`config.mk`:
```
export PLATFORM = sky130hd
export DESIGN_NAME = reflet_vga_rect_fill
export DESIGN_NICKNAME = d
export VERILOG_FILES = /design/src/rtl/reflet_vga_rect_fill_pkg.sv /design/src/rtl/reflet_vga_rect_fill.sv
export SDC_FILE = /design/constraint.sdc
export NUM_CORES = 1
export LEC_CHECK = 0
export ABC_AREA = 1
export ABC_CLOCK_PERIOD_IN_PS = 1900
export CORE_MARGIN = 10
export CORE_UTILIZATION = 45
export CTS_CLUSTER_DIAMETER = 100
export DETAILED_ROUTE_END_ITERATION = 6
export PLACE_DENSITY = 0.75
export SLEW_MARGIN = 20
export SYNTH_ARGS = -nofsm -noshare
export SYNTH_HDL_FRONTEND = slang
export SYNTH_SLANG_ARGS = --single-unit
export TNS_END_PERCENT = 30
```
`constraint.sdc`:
```
create_clock -name clk -period 1.9 [get_ports clk]
set_input_delay 0.38 -clock clk [delete_from_list [all_inputs] [get_ports clk]]
set_output_delay 0.38 -clock clk [all_outputs]
set_load 0.01 [all_outputs]
```
`src/rtl/reflet_vga_rect_fill_pkg.sv`:
```
// Shared VGA geometry: font cell size and helpers that derive coordinate
// widths and maximum coordinates from the screen size and bit reduction.
package reflet_vga_rect_fill_pkg;

  localparam int FONT_WIDTH  = 8;
  localparam int FONT_HEIGHT = 16;

  function automatic int coord_width(input int size, input int reduction);
    return $clog2(size) - reduction;
  endfunction

  function automatic int coord_max(input int size, input int reduction);
    return (size >> reduction) - 1;
  endfunction

endpackage

```
`src/rtl/reflet_vga_rect_fill.sv`:
```
// Rectangle filler: accepts a corner pair and colour, then streams one bitmap
// pixel write per cycle in row-major order, ending with a one-cycle done pulse.
module reflet_vga_rect_fill
  import reflet_vga_rect_fill_pkg::*;
#(
  parameter int h_size        = 640,
  parameter int v_line        = 480,
  parameter int color_depth   = 8,
  parameter int bit_reduction = 0,
  localparam int HW = coord_width(h_size, bit_reduction),
  localparam int VW = coord_width(v_line, bit_reduction)
) (
  input  logic                   clk,
  input  logic                   reset,
  input  logic [HW-1:0]          x0,
  input  logic [HW-1:0]          x1,
  input  logic [VW-1:0]          y0,
  input  logic [VW-1:0]          y1,
  input  logic [color_depth-1:0] R_in,
  input  logic [color_depth-1:0] G_in,
  input  logic [color_depth-1:0] B_in,
  input  logic [color_depth-1:0] a_in,
  input  logic                   cmd_valid,
  output logic                   cmd_ready,
  output logic                   write_bitmap,
  output logic [HW-1:0]          h_pixel,
  output logic [VW-1:0]          v_pixel,
  output logic [color_depth-1:0] R_out,
  output logic [color_depth-1:0] G_out,
  output logic [color_depth-1:0] B_out,
  output logic [color_depth-1:0] a_out,
  output logic                   busy,
  output logic                   done
);

  localparam logic [HW-1:0] HMAX = HW'(coord_max(h_size, bit_reduction));
  localparam logic [VW-1:0] VMAX = VW'(coord_max(v_line, bit_reduction));

  typedef enum logic [1:0] {IDLE, FILL, DONE} state_t;

  state_t        state;
  logic [HW-1:0] x0_r;
  logic [HW-1:0] x1_r;
  logic [VW-1:0] y1_r;

  logic [HW-1:0] x1_clamped;
  logic [VW-1:0] y1_clamped;
  logic          empty_rect;

  // Far corner is clamped onto the screen; anything still inverted or fully
  // off-screen becomes an empty command that goes straight to DONE.
  always_comb begin
    x1_clamped = x1;
    y1_clamped = y1;
    if (x1 > HMAX) x1_clamped = HMAX;
    if (y1 > VMAX) y1_clamped = VMAX;
    empty_rect = (x0 > HMAX) || (y0 > VMAX) ||
                 (x0 > x1_clamped) || (y0 > y1_clamped);
  end

  // The pixel counters are the h_pixel/v_pixel outputs themselves; end tests
  // are equality against the stored far corner so Hmax/Vmax never overflow.
  always_ff @(posedge clk or negedge reset) begin
    if (!reset) begin
      state        <= IDLE;
      cmd_ready    <= 1'b0;
      write_bitmap <= 1'b0;
      done         <= 1'b0;
      busy         <= 1'b0;
      h_pixel      <= '0;
      v_pixel      <= '0;
      R_out        <= '0;
      G_out        <= '0;
      B_out        <= '0;
      a_out        <= '0;
      x0_r         <= '0;
      x1_r         <= '0;
      y1_r         <= '0;
    end else begin
      case (state)
        IDLE: begin
          if (cmd_valid && cmd_ready) begin
            cmd_ready <= 1'b0;
            busy      <= 1'b1;
            x0_r      <= x0;
            x1_r      <= x1_clamped;
            y1_r      <= y1_clamped;
            R_out     <= R_in;
            G_out     <= G_in;
            B_out     <= B_in;
            a_out     <= a_in;
            if (empty_rect) begin
              state <= DONE;
              done  <= 1'b1;
            end else begin
              state        <= FILL;
              write_bitmap <= 1'b1;
              h_pixel      <= x0;
              v_pixel      <= y0;
            end
          end else begin
            cmd_ready <= 1'b1;
          end
        end

        FILL: begin
          if (h_pixel == x1_r) begin
            if (v_pixel == y1_r) begin
              state        <= DONE;
              write_bitmap <= 1'b0;
              done         <= 1'b1;
            end else begin
              h_pixel <= x0_r;
              v_pixel <= v_pixel + VW'(1);
            end
          end else begin
            h_pixel <= h_pixel + HW'(1);
          end
        end

        DONE: begin
          state     <= IDLE;
          done      <= 1'b0;
          busy      <= 1'b0;
          cmd_ready <= 1'b1;
        end

        default: begin
          state        <= IDLE;
          write_bitmap <= 1'b0;
          done         <= 1'b0;
          busy         <= 1'b0;
          cmd_ready    <= 1'b0;
        end
      endcase
    end
  end

endmodule

```
# --- Yosys cells after proc, flatten, opt, wreduce, memory -nomap -nowiden ---
# Cells that the tools add are included.
totals:
  ff_bits: 86
  latch_bits: 0
  mem_bits_rw: 0
  romBits: 0
  in_bits: 73
  elab_cells: 79
  n_memories: 0
classes:
  n_addsub: 2
  n_mul: 0
  div: 0
  n_lt_le_gt_ge: 6
  n_eq_ne: 11
  shifts: 0
  mux: 31
  bitwise_logic: 2
  n_reduce_logical: 13
ops:
  columns: ["operator", "n"]
  rows:
  - ["10-bit two-way mux", 5]
  - ["9-bit two-way mux", 5]
  - ["10-bit > comparator (second input constant)", 2]
  - ["10-bit case mux with 2 select lines", 1]
  - ["9-bit > comparator (second input constant)", 2]
  - ["9-bit case mux with 2 select lines", 1]
  - ["2-bit != test (second input constant)", 6]
  - ["10-bit by 1-bit adder with 10-bit output (second input constant)", 1]
  - ["10-bit equality test", 1]
  - ["10-bit > comparator", 1]
  - ["1-bit two-way mux", 10]
  - ["5-bit AND reduction", 2]
  - ["9-bit by 1-bit adder with 9-bit output (second input constant)", 1]
  - ["9-bit equality test", 1]
  - ["9-bit > comparator", 1]
  - ["2-bit two-way mux", 4]
  - ["4-bit AND reduction", 2]
  - ["1-bit case mux with 3 select lines", 2]
  - ["1-bit case mux with 2 select lines", 2]
  - ["2-bit case mux with 2 select lines", 1]
  - ["2-bit AND reduction", 2]
  - ["1-bit logical OR", 3]
  - ["3-bit != test (second input constant)", 1]
  - ["3-bit AND reduction", 1]
  - ["other kinds (6)", 7]

# --- Depth between registers and ports, before layout ---
depth:
  depth_word: 8
  depth_mapped: 17

# --- Worst setup path before layout ---
# No wires, ideal clock.
synth_path:
  path_kind: "input to register"
  start: "input x1[9]"
  end: "register done"
  t_arrival_ns: 2.088
  required_time_ns: 1.783
  path_slack_ns: -0.305
  stages: 17
  path_buffers: 1
  path_cell_list: "inv_1 -> a21oi_1 -> nor2_1 -> ha_1 -> nand2_1 -> inv_1 -> nand2_1 -> nand2_1 -> nand2_1 -> nand3_1 -> nand2_1 -> nand3_1 -> nand2_1 -> buf_2 -> nand2_1 -> nand2_1 -> nand2_1"
synth_between:
  elab_chain_len: 7
synth_lines:
  columns: ["item", "line", "rtl"]
  rows:
  - ["from (decl)", "reflet_vga_rect_fill.sv:16", "input logic [HW-1:0] x1,"]
  - ["10-bit > comparator", "reflet_vga_rect_fill.sv:55", "if (x1 > HMAX) x1_clamped = HMAX;"]
  - ["10-bit two-way mux *", "reflet_vga_rect_fill.sv:55", null]
  - ["10-bit > comparator *", "reflet_vga_rect_fill.sv:58", "(x0 > x1_clamped) || (y0 > y1_clamped);"]
  - ["1-bit logical OR *", "reflet_vga_rect_fill.sv:57", "empty_rect = (x0 > HMAX) || (y0 > VMAX) ||"]
  - ["1-bit logical OR *", "reflet_vga_rect_fill.sv:58", null]
  - ["2-bit != test (no source line) *", null, null]
  - ["4-bit AND reduction (no source line) *", null, null]
  - ["to (signal assigned)", "reflet_vga_rect_fill.sv:68", "done <= 1'b0;"]
  - ["to (signal assigned)", "reflet_vga_rect_fill.sv:94", "done <= 1'b1;"]
  - ["to (signal assigned)", "reflet_vga_rect_fill.sv:111", "done <= 1'b1;"]
  - ["to (decl)", "reflet_vga_rect_fill.sv:33", "output logic done"]
# Mark *: on every way between the ends. The rest lies on a longest branch, timed or not.
# A chain may end at the register's enable or synchronous reset.

# --- Worst setup path in the final report ---
layout_path:
  start: "input x1[5]"
  end: "register v_pixel[6]"
layout_between:
  elab_chain_len: 7
layout_lines:
  columns: ["item", "line", "rtl"]
  rows:
  - ["10-bit > comparator", "reflet_vga_rect_fill.sv:55", null]
  - ["10-bit two-way mux *", "reflet_vga_rect_fill.sv:55", null]
  - ["10-bit > comparator *", "reflet_vga_rect_fill.sv:58", null]
  - ["1-bit logical OR *", "reflet_vga_rect_fill.sv:57", null]
  - ["1-bit logical OR *", "reflet_vga_rect_fill.sv:58", null]
  - ["2-bit != test (no source line) *", null, null]
  - ["5-bit AND reduction (no source line) *", null, null]
  - ["to (signal assigned)", "reflet_vga_rect_fill.sv:99", "v_pixel <= y0;"]
  - ["to (signal assigned)", "reflet_vga_rect_fill.sv:114", "v_pixel <= v_pixel + VW'(1);"]
  - ["to (decl)", "reflet_vga_rect_fill.sv:27", "output logic [VW-1:0] v_pixel,"]
# Marked as above.

==> impl_metrics.toml <==
[clocking]
cts_tree = "built"
cts-buffers-inserted = 9
clock-sinks = 86
htree_levels = 3
cts.clk_slew.worst_paths_ns = 0.08
cts_buffer_depth = 2
clockRootBuffer = "clkbuf_8"
insertion_delay_ns = 0.35

[yosys]
synth-seq-cells = 86
ys_seq_area_share_pct = 44.2
synthArstFlopShare_pct = 100
syn-num-nets = 762
synth_edf_count = 0
ys_top_cells_by_count = "nand2_1, dfrtp_1, nand3_1, inv_1, nor2_1"
syn-cell-area_mm2 = 0.00487
ys_warn_count = 0
yosysUniqueCellTypes = 29
synth_area_leader_cell = "dfrtp_1"
ys_top_cells_by_area = "dfrtp_1, nand2_1, nand3_1, ha_1, inv_1"
synthFlopType = "dfrtp_1"
synth.most_common_cell = "nand2_1"
synth_cells = 668
syn-mean-instance-area_um2 = 7.28
netlist.area_leader.share_pct = 44.2

[outcome]
status = "finished with violations"
violations = "setup timing"

[global_route]
grt_max_degree = 47
grt_pass1_vias = 5032
grt_usage_pct = 20.2
grt-ovfl-total = 0
grt_pass1_wl_um = 24800
met3_usage_pct = 5.70
met1_usage_pct = 23.6
met2_usage_pct = 35.1
grt-busiest-layer = "met2"
antenna_found_initial = 0

[timing]
rsz0062_at_grt = "true"
tightestPinTransition_ns = 0.450
maxSlewHeadroom_pct = 69.9
fmax_mhz = 477
setup-tns-final_ns = -3.27
skew_ns = 0.0108
finalSetupViolations = 23
min_period_ns = 2.09
setup_ws_ns = -0.194
fin_crit_sh_pct = 110
hold_viol = 0
final_max_slew_viol_count = 0

[min_path]
whs_endpoint = "x1_r[8]"
hold_class = "input pin to register"
hold_depth = 3
worstHoldStart = "x1[8]"

[setup_path]
slowest_stage = "clkdlybuf4s50_1"
ff2ff_path_depth = 10
cp.arrival_ns = 2.37
crit_path_max_fanout = 8
reg2reg_from = "h_pixel[7]"
r2r_setup_slack_ns = 0.02
crit_required_ns = 2.18
path_cells = "clkdlybuf4s50_1 > nor2_2 > ha_4 > a21oi_1 > nand2_1 > nand2_1 > nand3_2 > nand2_4 > nand3_4 > nand2_8 > buf_6 > nand3_2 > nand2_1"
worst_setup_path_start_kind = "input pin"
r2r-end = "v_pixel[6]"
max_stage_delay_ns = 0.42
end_kind = "register"
worst-setup-path-type = "input pin to register"
crit_top_cell = "nand2_1"

[die]
io_pins = 128
dieArea_mm2 = 0.0154
dieWidth_um = 124
core_mm2 = 0.0104
fp-row-count = 37
chipHeight_um = 124
start_util_pct = 46.7

[layout]
insertedDiodeCount = 0
instances_no_fill = 982
fin_nets = 935
area_growth_pct = 51.0
drive_above_1_share_pct = 18.8
fillCellCount = 815
final_cell_area_mm2 = 0.00735

[route]
ant_nets = 0
vias_per_cell = 5.12
routed_wl_um = 15800
firstDrtPassIters = 5
drc = 0
wire_per_inst_um = 16.1
vias = 5031
drtIter0Drc = 321

[pwr]
leakagePower_nw = 3.67
ir_drop_mv = 0.715
p_per_area_mw_per_mm2 = 1450

[flow_run]
drv_cap = 0

[placement]
dp_hpwl_um = 11800
io_buffers = 127
place_inst = 957
place.gp.congestion = 0.948
post_dp_cell_area_mm2 = 0.00671
[flip-flops by register name (all words and copies together) (netlist names), 2 cells and up]
register  cells
h_pixel      10
state         2
x1_r         10
y1_r          9
B_out         8
a_out         8
x0_r         10
G_out         8
R_out         8
v_pixel       9
[cell families after synthesis]
kind of cell               Yosys count  share of synthesized area, %
buffers and inverters               81                          6.69
adders and majority gates           21                          5.40
and+or+nand+nor                    414                          35.0
xor gates and xnor gates            17                          3.06
AOI/OAI and AO/OA                   49                          5.66
DFF                                 86                          44.2
[layout make-up]
class,instances,area [um2],area share [%]
Clock buffer,11,141,1.92
Clock inverter,5,106,1.45
Inverter,56,235,3.20
Multi-Input combinational cell,502,2740,37.3
Sequential cell,86,2150,29.3
Tap cell,136,170,2.32
Timing Repair Buffer,186,1800,24.5
[where the power goes]
| part | leakage [nW] | total [W] | internal [W] | switching, W |
|---|---|---|---|---|
| registers | 1.06 | 0.00353 | 0.00271 | 0.000824 |
| logic | 2.48 | 0.00559 | 0.00256 | 0.00303 |
| clock network | 0.120 | 0.00156 | 0.000913 | 0.000652 |
[cell usage in the layout, fill, tap and decap left out, types with 10 or more instances in the layout]
| master | n |
|---|---|
| buf_4 | 49 |
| clkbuf_8 | 10 |
| clkdlybuf4s50_1 | 115 |
| dfrtp_1 | 85 |
| ha_1 | 14 |
| inv_1 | 41 |
| inv_2 | 11 |
| nand2_1 | 286 |
| nand3_1 | 37 |
| nand3_2 | 22 |
| nand4_1 | 14 |
| nor2_1 | 21 |
| o21ai_0 | 31 |
[worst max-delay path: cells and delay by family]
kind | cells | cell delay (ns)
AND/OR/NAND/NOR | 9 | 1.01
buffers and inverters | 2 | 0.57
adder cells (fa/ha/maj) | 1 | 0.24
AO/OA/AOI/OAI | 1 | 0.18
[worst max path at each step]
stage          startpoint          to  slack (ns)
6_report            x1[5]  v_pixel[6]       -0.19
5_1_grt             x1[5]  v_pixel[6]       -0.23
3_5_place_dp        x1[8]  v_pixel[1]       -0.96
3_3_place_gp        x1[8]  h_pixel[9]       -0.82
4_1_cts             x1[8]  v_pixel[6]       -0.11
2_1_floorplan       x1[8]        done       -0.05
[routing by layer]
layer,vias to the layer above,part of all wire (%)
li1,2464,-
met1,2385,39
met2,158,51
met3,24,7.6
met4,0,1.9
met5,-,0
[through the flow]
step,util (%),setup WS (ns),hold slack [ns],power [W]
after floorplan,-,-0.0486,0.0844,0.00623
after global placement,64.4,-0.822,0.357,0.00848
after detailed placement,64.4,-0.957,0.366,0.00868
after CTS,68.5,-0.115,0.441,0.0105
after global routing,70.5,-0.235,0.374,0.0115
final,70.5,-0.194,0.355,0.0107
[timing repair]
| action | CTS | global route |
|---|---|---|
| resized for setup | 57 | 49 |
| setup buffers | 3 | 4 |
| setup endpoints to repair | 23 | 24 |
| pin swaps | 36 | 28 |
| gates cloned | 3 | 0 |
| hold endpoints to repair | 32 | 0 |
| hold buffers | 1 | 0 |
Power figures use the tool's default switching activity.
